==> src/rtl/fwd_hazard_unit.sv <==
// Forwarding-select and load-use stall unit for the pipelined MIPS core.
// A shift-register scoreboard tracks in-flight destinations across the post-decode stages.
module fwd_hazard_unit #(
  parameter int unsigned NREAD     = 2,
  parameter int unsigned NSTAGE    = 3,
  parameter int unsigned REGBITS   = 5,
  parameter int unsigned ALU_READY = 2,
  parameter int unsigned LD_READY  = 3,
  parameter int unsigned CNTW      = 16,
  localparam int unsigned SELW     = $clog2(NSTAGE + 1)
) (
  input  logic                     CLK,
  input  logic                     nRST,
  input  logic                     advance,
  input  logic                     squash,
  input  logic                     id_valid,
  input  logic                     id_wen,
  input  logic                     id_load,
  input  logic [REGBITS-1:0]       id_dest,
  input  logic [NREAD*REGBITS-1:0] id_src,
  input  logic [NREAD-1:0]         id_src_used,
  output logic                     stall,
  output logic [NREAD*SELW-1:0]    fwd_sel,
  output logic                     ex_valid,
  output logic [CNTW-1:0]          stall_count
);

  typedef struct packed {
    logic               valid;
    logic               wen;
    logic               load;
    logic [REGBITS-1:0] dest;
  } entry_t;

  entry_t                sb [1:NSTAGE];
  logic [NREAD-1:0]      hazard;
  logic [NREAD*SELW-1:0] cand;
  logic                  issue;

  // Entries are scanned oldest to youngest so the youngest match is the one kept.
  always_comb begin
    int unsigned        kk;
    logic               found;
    logic               ldk;
    logic [REGBITS-1:0] src;
    hazard = '0;
    cand   = '0;
    for (int unsigned p = 0; p < NREAD; p++) begin
      src   = id_src[p*REGBITS +: REGBITS];
      found = 1'b0;
      ldk   = 1'b0;
      kk    = 0;
      for (int unsigned k = NSTAGE; k >= 1; k--) begin
        if (sb[k].valid && sb[k].wen && (sb[k].dest == src) && (src != '0)) begin
          found = 1'b1;
          kk    = k;
          ldk   = sb[k].load;
        end
      end
      if (id_src_used[p] && found && (kk + 1 <= NSTAGE)) begin
        if (kk + 1 >= (ldk ? LD_READY : ALU_READY))
          cand[p*SELW +: SELW] = SELW'(kk + 1);
        else
          hazard[p] = 1'b1;
      end
    end
  end

  assign stall    = id_valid && !squash && (|hazard);
  assign issue    = id_valid && !squash && !stall;
  assign ex_valid = sb[1].valid;

  always_ff @(posedge CLK or negedge nRST) begin
    if (!nRST) begin
      for (int unsigned k = 1; k <= NSTAGE; k++) sb[k] <= '0;
      fwd_sel     <= '0;
      stall_count <= '0;
    end else if (advance) begin
      for (int unsigned k = NSTAGE; k > 1; k--) sb[k] <= sb[k-1];
      if (issue)
        sb[1] <= '{valid: 1'b1, wen: (id_wen && (id_dest != '0)), load: id_load, dest: id_dest};
      else
        sb[1] <= '0;
      fwd_sel <= issue ? cand : '0;
      if (stall && (stall_count != '1))
        stall_count <= stall_count + CNTW'(1);
    end
  end

endmodule

==> config.mk <==
export PLATFORM = sky130hd
export DESIGN_NAME = fwd_hazard_unit
export DESIGN_NICKNAME = d
export VERILOG_FILES = /design/src/rtl/fwd_hazard_unit.sv
export SDC_FILE = /design/constraint.sdc
export NUM_CORES = 1
export LEC_CHECK = 0
export CAP_MARGIN = 20
export CORE_AREA = 5 5 77 79
export DETAILED_ROUTE_END_ITERATION = 10
export DIE_AREA = 0 0 82 84
export GPL_ROUTABILITY_DRIVEN = 1
export HOLD_SLACK_MARGIN = 0.05
export PLACE_DENSITY = 0.77
export SYNTH_ARGS = -nofsm -noshare
export SYNTH_HDL_FRONTEND = slang
export SYNTH_SLANG_ARGS = --single-unit
==> constraint.sdc <==
create_clock -name CLK -period 10.3 [get_ports CLK]
set_input_delay 2.06 -clock CLK [delete_from_list [all_inputs] [get_ports CLK]]
set_output_delay 2.06 -clock CLK [all_outputs]
set_load 0.01 [all_outputs]
# Word level (Yosys, flattened, before mapping)
# Cells that the tools add are included.
# word_totals
reg_bits	44
output_inout_bits	22
# classes
order_cmp	4
n_reduce_logical	31
n_eq_ne	7
n_mux	30
addsub	3
# ops
operator	n
$mux 32	3
$add 32x1->32 const B	2
$ge 32x2->1	2
$le 32x2->1 const B	2
$eq 5x5->1	6
$logic_and 1x1->1	24
$mux 1	18
$add 16x1->16 const B	1
$ne 16x16->1 const B	1
$reduce_bool 5->1	3
$mux 2	7
$mux 8	1
$mux 4	1
$logic_not 1->1	2
$reduce_and 2->1	1
$reduce_or 2->1	1

# Logic depth before layout (Yosys ltp)
# Gate-level depths: netlist of run 1.
# logic_depth
ltp_word	15
depth_mapped	15

# Worst setup path after synthesis of run 1
# No wires, ideal clock.
# synth_timing
path_type	input-to-output
from	in id_src[2]
to	out stall
t_arrival_ps	4568
path_stages	14
setup_slack_ps	3672
path_cell_list	or4_1 > nor2_1 > or4_1 > nor2_1 > a22oi_1 > o21ai_0 > ha_1 > inv_1 > a21oi_1 > or3_1 > a31oi_1 > or2_1 > buf_6 > and3b_1
# synth_between
elab_chain_len	12
elab_cells_between_ends	29
cone_classes	1 x add/sub; 2 x order compare; 3 x eq/ne; 12 x mux; 11 x reduce/logical
# synth_lines
element	line	source
start: declaration	20	input logic [NREAD*REGBITS-1:0] id_src,
$eq 5x5->1	54	if (sb[k].valid && sb[k].wen && (sb[k].dest == src) && (src != '0)) begin
$logic_and 1x1->1 (2 in series)	54	
$mux 2 or $mux 1 (tied branches) (2 in series)	54	
$mux 32 or $mux 1 (tied branches)	54	
$add 32x1->32 or $mux 1 (tied branches)	--	
$ge 32x2->1 or $le 32x2->1 (tied branches)	61, 60	
$mux 1 or $logic_and 1x1->1 (tied branches)	61, 60	
$mux 1 *	60	if (id_src_used[p] && found && (kk + 1 <= NSTAGE)) begin
$reduce_or 2->1 *	69	assign stall = id_valid && !squash && (|hazard);
$logic_and 1x1->1 *	69	
end: declaration	22	output logic stall,
# Mark *: on every way between the ends. The rest lies on a longest branch, timed or not.

# Worst setup path in the final report of run 1
# Ends and elaborated chain as after synthesis.

==> impl_metrics.env, run 1 <==
export IMPL_dieWidth_um=82
export IMPL_clk_path_buf_depth=2
export IMPL_syn_avg_cell_area_um2=10.9
export IMPL_status="finished, final reports clean"
export IMPL_p_leak_uw=0.00137
export IMPL_reg2reg_to="stall_count[3]$_DFFE_PN0P_"
export IMPL_drv_slew=0
export IMPL_antenna_found_initial=0
export IMPL_cp_end_kind="output pin"
export IMPL_synth_ff_type="dfrtp_1"
export IMPL_numCtsBuffers=5
export IMPL_synth_seq_area_share_pct=44.0
export IMPL_dieArea_um2=6890
export IMPL_worstPathArrival_ns=6.10
export IMPL_dp_hpwl_um=4150
export IMPL_synthesis_area_um2=2500
export IMPL_grt_pass1_wl_um=9230
export IMPL_vias_per_cell=5.44
export IMPL_worstHoldPathCells=1
export IMPL_total_power_uw=346
export IMPL_reg2reg_depth=14
export IMPL_pin_count=46
export IMPL_cts_root_buf="clkbuf_8"
export IMPL_max_stage_delay_ns=0.58
export IMPL_min_to="fwd_sel[3]$_DFFE_PN0P_"
export IMPL_tns_ns=0
export IMPL_grt_total_usage_pct=17.1
export IMPL_worstSkewPairLatency_ns=0.30
export IMPL_yosys_register_bits=44
export IMPL_grtUsageMet3_pct=4.10
export IMPL_fmax_ghz=0.123
export IMPL_busiest_layer="met2"
export IMPL_ir_worst_vdd_uv=62.2
export IMPL_min_period_ns=8.16
export IMPL_h_tree_depth=2
export IMPL_met1_usage_pct=23.9
export IMPL_fin_hold_ws_ns=0.497
export IMPL_powerDensity_nw_per_um2=111
export IMPL_placementRows=27
export IMPL_cts_resized_gates=0
export IMPL_use_met2_pct=26.0
export IMPL_die_h_um=84
export IMPL_worst_slack_ns=2.14
export IMPL_wl_per_cell_um=15.7
export IMPL_worstSetupPathType="in -> out"
export IMPL_wl_um=5500
export IMPL_r2r_start="sb[4]$_DFFE_PN0P_"
export IMPL_synthArstFlopShare_pct=100
export IMPL_postCtsHoldBufs=0
export IMPL_io_buffers=45
export IMPL_area_delta_synth_final_pct=24.4
export IMPL_period_share_pct=79.2
export IMPL_crit_fanout=7
export IMPL_max_slew_worst_pin_slew_ns=0.843
export IMPL_drc_errors=0
export IMPL_ant_nets=0
export IMPL_path_buf_inv=3
export IMPL_drv_cap=0
export IMPL_initial_utilization_pct=47.5
export IMPL_relSlewSlack_pct=43.6
export IMPL_nets=309
export IMPL_num_antenna_cells=0
export IMPL_place_congestion=0.869
export IMPL_post_cts_setup_buffers=0
export IMPL_synth_cells=230
export IMPL_finalSetupViolations=0
export IMPL_hp_class="reg -> reg"
export IMPL_yosys_warnings=0
export IMPL_grt_overflow=0
export IMPL_drt_iter0_drc=105
export IMPL_dp_slack_ns=2.23
export IMPL_utilization_pct=59.1
export IMPL_synth_edf_count=0
export IMPL_drive_above_1_share_pct=12.2
export IMPL_slowest_stage="or4_1"
export IMPL_rrSetupSlack_ns=6.69
export IMPL_clkTransAtPathRegs_ns=0.08
export IMPL_syn_num_nets=261
export IMPL_vias=1911
export IMPL_final_hold_violation_count=0
export IMPL_clock_skew_ns=0.00731
export IMPL_path_cells="clkdlybuf4s50_1 -> or4_1 -> nor2_1 -> or4_1 -> nor2_1 -> a22oi_1 -> o21ai_0 -> ha_1 -> inv_1 -> a21oi_1 -> or3_1 -> a31oi_1 -> or2_1 -> and3b_1 -> clkdlybuf4s50_1"
export IMPL_grt_setup_unrepaired="no"
export IMPL_grt_pass1_vias=1930
export IMPL_min_from="fwd_sel[3]$_DFFE_PN0P_"
export IMPL_coreArea_um2=5270
export IMPL_crit_required_ns=8.24
export IMPL_firstDrtPassIters=4
export IMPL_grt_max_degree=45
export IMPL_cp_start_kind="input pin"
export IMPL_cpLargestDelayFamily="simple AND/OR/NAND/NOR gates"
export IMPL_ys_types=43
export IMPL_cts_tree="built"
export IMPL_numClockSinks=44
==> worst max-delay path by stage <==
stage / slack (ns) / to / depth (start not counted) / start
global placement: 2.37 / stall / 15 / id_src[2]
detailed placement: 2.23 / stall / 15 / id_src[2]
CTS: 2.19 / stall / 15 / id_src[2]
finish: 2.14 / stall / 15 / id_src[2]
floorplan: 3.67 / stall / 14 / id_src[2]
global route: 1.94 / stall / 15 / id_src[2]
==> cells by family (layout without fill, tap and decap cells) <==
logic type	count (synthesis)	count (layout)	share of synthesized area (%)
muxes	17	17	7.65
and+or+nand+nor	80	80	18.7
buffers and inverters	12	61	2.40
AOI/OAI and AO/OA	27	27	8.75
xor gates and xnor gates	43	43	15.0
DFF	44	44	44.0
adders and majority gates	7	7	3.50
==> cell usage in the layout, fill, tap and decap left out, types with 2 or more instances in the layout <==
| cell type | instances |
|---|---|
| nor3_1 | 4 |
| nand2_1 | 15 |
| xnor2_1 | 27 |
| and3_1 | 4 |
| nor2b_1 | 2 |
| nor2_1 | 16 |
| nand4_1 | 6 |
| a31oi_1 | 4 |
| xor2_1 | 16 |
| nor4_1 | 6 |
| a22oi_1 | 2 |
| inv_1 | 7 |
| mux2_2 | 16 |
| nor3_2 | 4 |
| clkdlybuf4s50_1 | 44 |
| o21ai_0 | 2 |
| a21oi_1 | 2 |
| or3_1 | 2 |
| clkbuf_8 | 6 |
| ha_1 | 7 |
| dfrtp_1 | 44 |
| a22o_1 | 6 |
| a32o_1 | 5 |
| or4_1 | 4 |
| nand3_1 | 6 |
| clkbuf_1 | 2 |
==> stage by stage <==
step	cells	area [um^2]
floorplan	230	2500
global placement	342	3010
detailed placement	342	3010
CTS	350	3100
global route	351	3120
finish	351	3120
==> worst reg2reg max path, delay by kind of cell (launching register included) <==
kind | cells | cell delay (ns)
xor gates and xnor gates | 2 | 0.31
adders and majority gates | 1 | 0.26
DFF | 1 | 0.43
buffers and inverters | 1 | 0.05
and+or+nand+nor | 5 | 1.50
AOI/OAI and AO/OA | 5 | 0.94
==> power by group <==
group          switching, uW  internal (uW)
sequential              8.93            180
combinational           19.4           25.9
clock                   57.1           54.8
total                   85.5            261
==> state kept, by name, summed over array words and instances (netlist names) <==
signal       count
ex_valid         1
sb              23
fwd_sel          4
stall_count     16
==> cell type report <==
| cell class | instances | area, um^2 |
|---|---|---|
| repair buffers | 46 | 465 |
| flip-flops and latches | 44 | 1100 |
| multi-input cells | 174 | 1340 |
| fillers | 476 | 2150 |
| clock buffers | 8 | 90.1 |
| well taps | 72 | 90.1 |
| inverters | 7 | 26.3 |
==> synth_stat cells (3+ instances only) <==
library cell,number,area share [%]
inv_1,7,1.0
or4_1,4,1.2
ha_1,7,3.5
and3_1,4,1.0
nor4_1,6,1.5
dfrtp_1,44,44
a22o_1,6,2.1
nor3_1,4,0.80
xnor2_1,27,9.4
a31oi_1,4,1.0
nand2_1,15,2.2
nor3_2,4,1.6
nor2_1,16,2.4
nand3_1,6,1.2
clkbuf_1,3,0.45
xor2_1,16,5.6
mux2_2,16,7.2
a32o_1,5,2.0
nand4_1,6,1.5
==> routing by layer <==
metal	share of wire (%)	vias to the layer above
met2	47	48
met5	0	-
met3	4.7	7
li1	-	922
met4	1.1	0
met1	47	934
Power figures use the tool's default switching activity.
==> run 2: changes to the inputs <==
--- a/config.mk
+++ b/config.mk
@@ -6,9 +6,9 @@
 export NUM_CORES = 1
 export LEC_CHECK = 0
 export CAP_MARGIN = 20
-export CORE_AREA = 5 5 77 79
+export CORE_AREA = 5 5 79 81
 export DETAILED_ROUTE_END_ITERATION = 10
-export DIE_AREA = 0 0 82 84
+export DIE_AREA = 0 0 84 86
 export GPL_ROUTABILITY_DRIVEN = 1
 export HOLD_SLACK_MARGIN = 0.05
 export PLACE_DENSITY = 0.77
==> constraint.sdc (replaced) <==
create_clock -name CLK -period 6.74 [get_ports CLK]
set_input_delay 1.348 -clock CLK [delete_from_list [all_inputs] [get_ports CLK]]
set_output_delay 1.348 -clock CLK [all_outputs]
set_load 0.01 [all_outputs]
==> run 2 against run 1 <==
Flip-flop and latch count did not move. Clock power rose by 57%. Non-clock buffer count increased by 1. Cell count rose by 0.28%. Final area barely moved. Largest cell class unchanged. Sequential power rose by 53%. Setup slack got worse by 1.7 ns. Critical endpoint unchanged. First-iteration DRC count is 48% lower. Via count shrank 1.8%. Count of clock-buffer cells in the layout down 2.
==> impl_metrics.env, run 2 (synthesis gave the netlist of run 1 again) <==
export IMPL_fmax_ghz=0.158
export IMPL_reg2reg_depth=14
export IMPL_drive_above_1_share_pct=13.2
export IMPL_cts_root_buf="clkbuf_8"
export IMPL_area_delta_synth_final_pct=24.5
export IMPL_cp_end_kind="output pin"
export IMPL_cts_resized_gates=0
export IMPL_nFillCells=483
export IMPL_ir_worst_vdd_uv=134
export IMPL_drt_iter0_drc=55
export IMPL_grt_overflow=0
export IMPL_vias_per_cell=5.33
export IMPL_clock_power_share_pct=33.1
export IMPL_io_buffers=45
export IMPL_wl_um=5210
export IMPL_die_h_um=86
export IMPL_min_from="fwd_sel[2]$_DFFE_PN0P_"
export IMPL_comb_power_share_pct=12.7
export IMPL_period_share_pct=94.0
export IMPL_max_stage_delay_ns=0.54
export IMPL_vias=1876
export IMPL_postCtsHoldBufs=0
export IMPL_grt_setup_unrepaired="no"
export IMPL_numClockSinks=44
export IMPL_initial_utilization_pct=46.3
export IMPL_crit_required_ns=5.39
export IMPL_regMostFlops="sb"
export IMPL_p_leak_uw=0.00138
export IMPL_firstDrtPassIters=4
export IMPL_relSlewSlack_pct=37.0
export IMPL_grt_total_usage_pct=15.4
export IMPL_final_hold_violation_count=0
export IMPL_min_period_ns=6.33
export IMPL_p_seq_share_pct=54.2
export IMPL_p_int_uw=398
export IMPL_r2r_start="sb[4]$_DFFE_PN0P_"
export IMPL_place_congestion=0.895
export IMPL_cts_tree="built"
export IMPL_grt_pass1_wl_um=8970
export IMPL_grt_pass1_vias=1864
export IMPL_dieWidth_um=84
export IMPL_status="finished, final reports clean"
export IMPL_path_cells="clkdlybuf4s50_1 -> or4_1 -> nor2_1 -> or4_1 -> nor2_1 -> a22oi_1 -> o21ai_0 -> ha_1 -> inv_1 -> a21oi_1 -> or3_1 -> a31oi_1 -> or2_1 -> and3b_1 -> clkdlybuf4s50_1"
export IMPL_cp_start_kind="input pin"
export IMPL_clkTransAtPathRegs_ns=0.08
export IMPL_worstHoldPathCells=1
export IMPL_largestRegisters="sb x23, stall_count x16, fwd_sel x4"
export IMPL_drv_cap=0
export IMPL_dieArea_um2=7220
export IMPL_crit_fanout=5
export IMPL_max_slew_worst_pin_slew_ns=0.945
export IMPL_tns_ns=0
export IMPL_worstSkewPairLatency_ns=0.30
export IMPL_antenna_found_initial=0
export IMPL_drc_errors=0
export IMPL_largest_register_ffs=23
export IMPL_wl_per_cell_um=14.8
export IMPL_powerDensity_nw_per_um2=171
export IMPL_post_cts_setup_buffers=0
export IMPL_p_sw_share_pct=25.4
export IMPL_slowest_stage="or4_1"
export IMPL_numCtsBuffers=5
export IMPL_rrSetupSlack_ns=3.30
export IMPL_num_antenna_cells=0
export IMPL_nets=310
export IMPL_reg2reg_to="stall_count[3]$_DFFE_PN0P_"
export IMPL_finalSetupViolations=0
export IMPL_switching_power_uw=135
export IMPL_placementRows=27
export IMPL_worstSetupPathType="in -> out"
export IMPL_coreArea_um2=5410
export IMPL_crit_cells=15
export IMPL_layout_common_cells="44 x dfrtp_1, 44 x clkdlybuf4s50_1, 27 x xnor2_1"
export IMPL_path_buf_inv=3
export IMPL_drv_slew=0
export IMPL_hp_class="reg -> reg"
export IMPL_ant_nets=0
export IMPL_min_to="fwd_sel[2]$_DFFE_PN0P_"
export IMPL_total_power_uw=533
export IMPL_grt_max_degree=45
export IMPL_clock_skew_ns=0.00683
export IMPL_h_tree_depth=2
export IMPL_worstPathArrival_ns=4.99
export IMPL_dp_hpwl_um=4000
export IMPL_pin_count=46
export IMPL_clk_path_buf_depth=2
export IMPL_cpLargestDelayFamily="simple AND/OR/NAND/NOR gates"
[run 2: cell types whose count changed in the layout (fill, tap and decap cells not counted), sizes merged]
cell and change:
inv +1, buf +1, clkbuf -2, clkinv +1
[run 2: how the worst max path moves through the flow]
stage                    from    end  slack, ns
detailed placement  id_src[3]  stall       0.41
global route        id_src[2]  stall       0.07
finish              id_src[3]  stall       0.41
global placement    id_src[2]  stall       0.47
floorplan           id_src[2]  stall       1.54
CTS                 id_src[3]  stall       0.40
[run 2: metal layers]
metal | share of wire, % | GRT usage, % | vias up
li1 | - | - | 929
met3 | 4.8 | 4.03 | 5
met5 | 0 | 0 | -
met1 | 46 | 20.3 | 897
met4 | 1.2 | 4.82 | 0
met2 | 47 | 24.8 | 45
[run 2: power by group through the flow]
stage | Combinational, uW | Clock (uW) | Sequential (uW)
3_5_place_dp | 68.2 | 0 | 294
6_report | 67.7 | 176 | 289
5_1_grt | 74.6 | 191 | 290
3_3_place_gp | 67.1 | 0 | 294
4_1_cts | 68.6 | 180 | 289
2_1_floorplan | 38.5 | 0 | 290
[run 2: layout make-up]
| type | count | area [um^2] | area share (%) |
|---|---|---|---|
| flip-flops and latches | 44 | 1100 | 35.3 |
| inverters | 7 | 26.3 | 0.843 |
| clock inverters | 2 | 13.8 | 0.442 |
| well taps | 72 | 90.1 | 2.89 |
| repair buffers | 47 | 460 | 14.8 |
| multi-input cells | 174 | 1340 | 43.1 |
| clock buffers | 6 | 82.6 | 2.65 |
[run 2: stage by stage]
stage	hold WS (ns)	setup slack, ns	utilization [%]	std cells	area (um^2)
after floorplan	0.481	1.54	-	230	2500
after CTS	0.507	0.404	57.7	352	3120
final	0.500	0.407	57.7	352	3120
after global placement	0.480	0.473	55.9	344	3020
after global routing	0.519	0.0702	57.7	352	3120
after detailed placement	0.487	0.414	55.9	344	3020
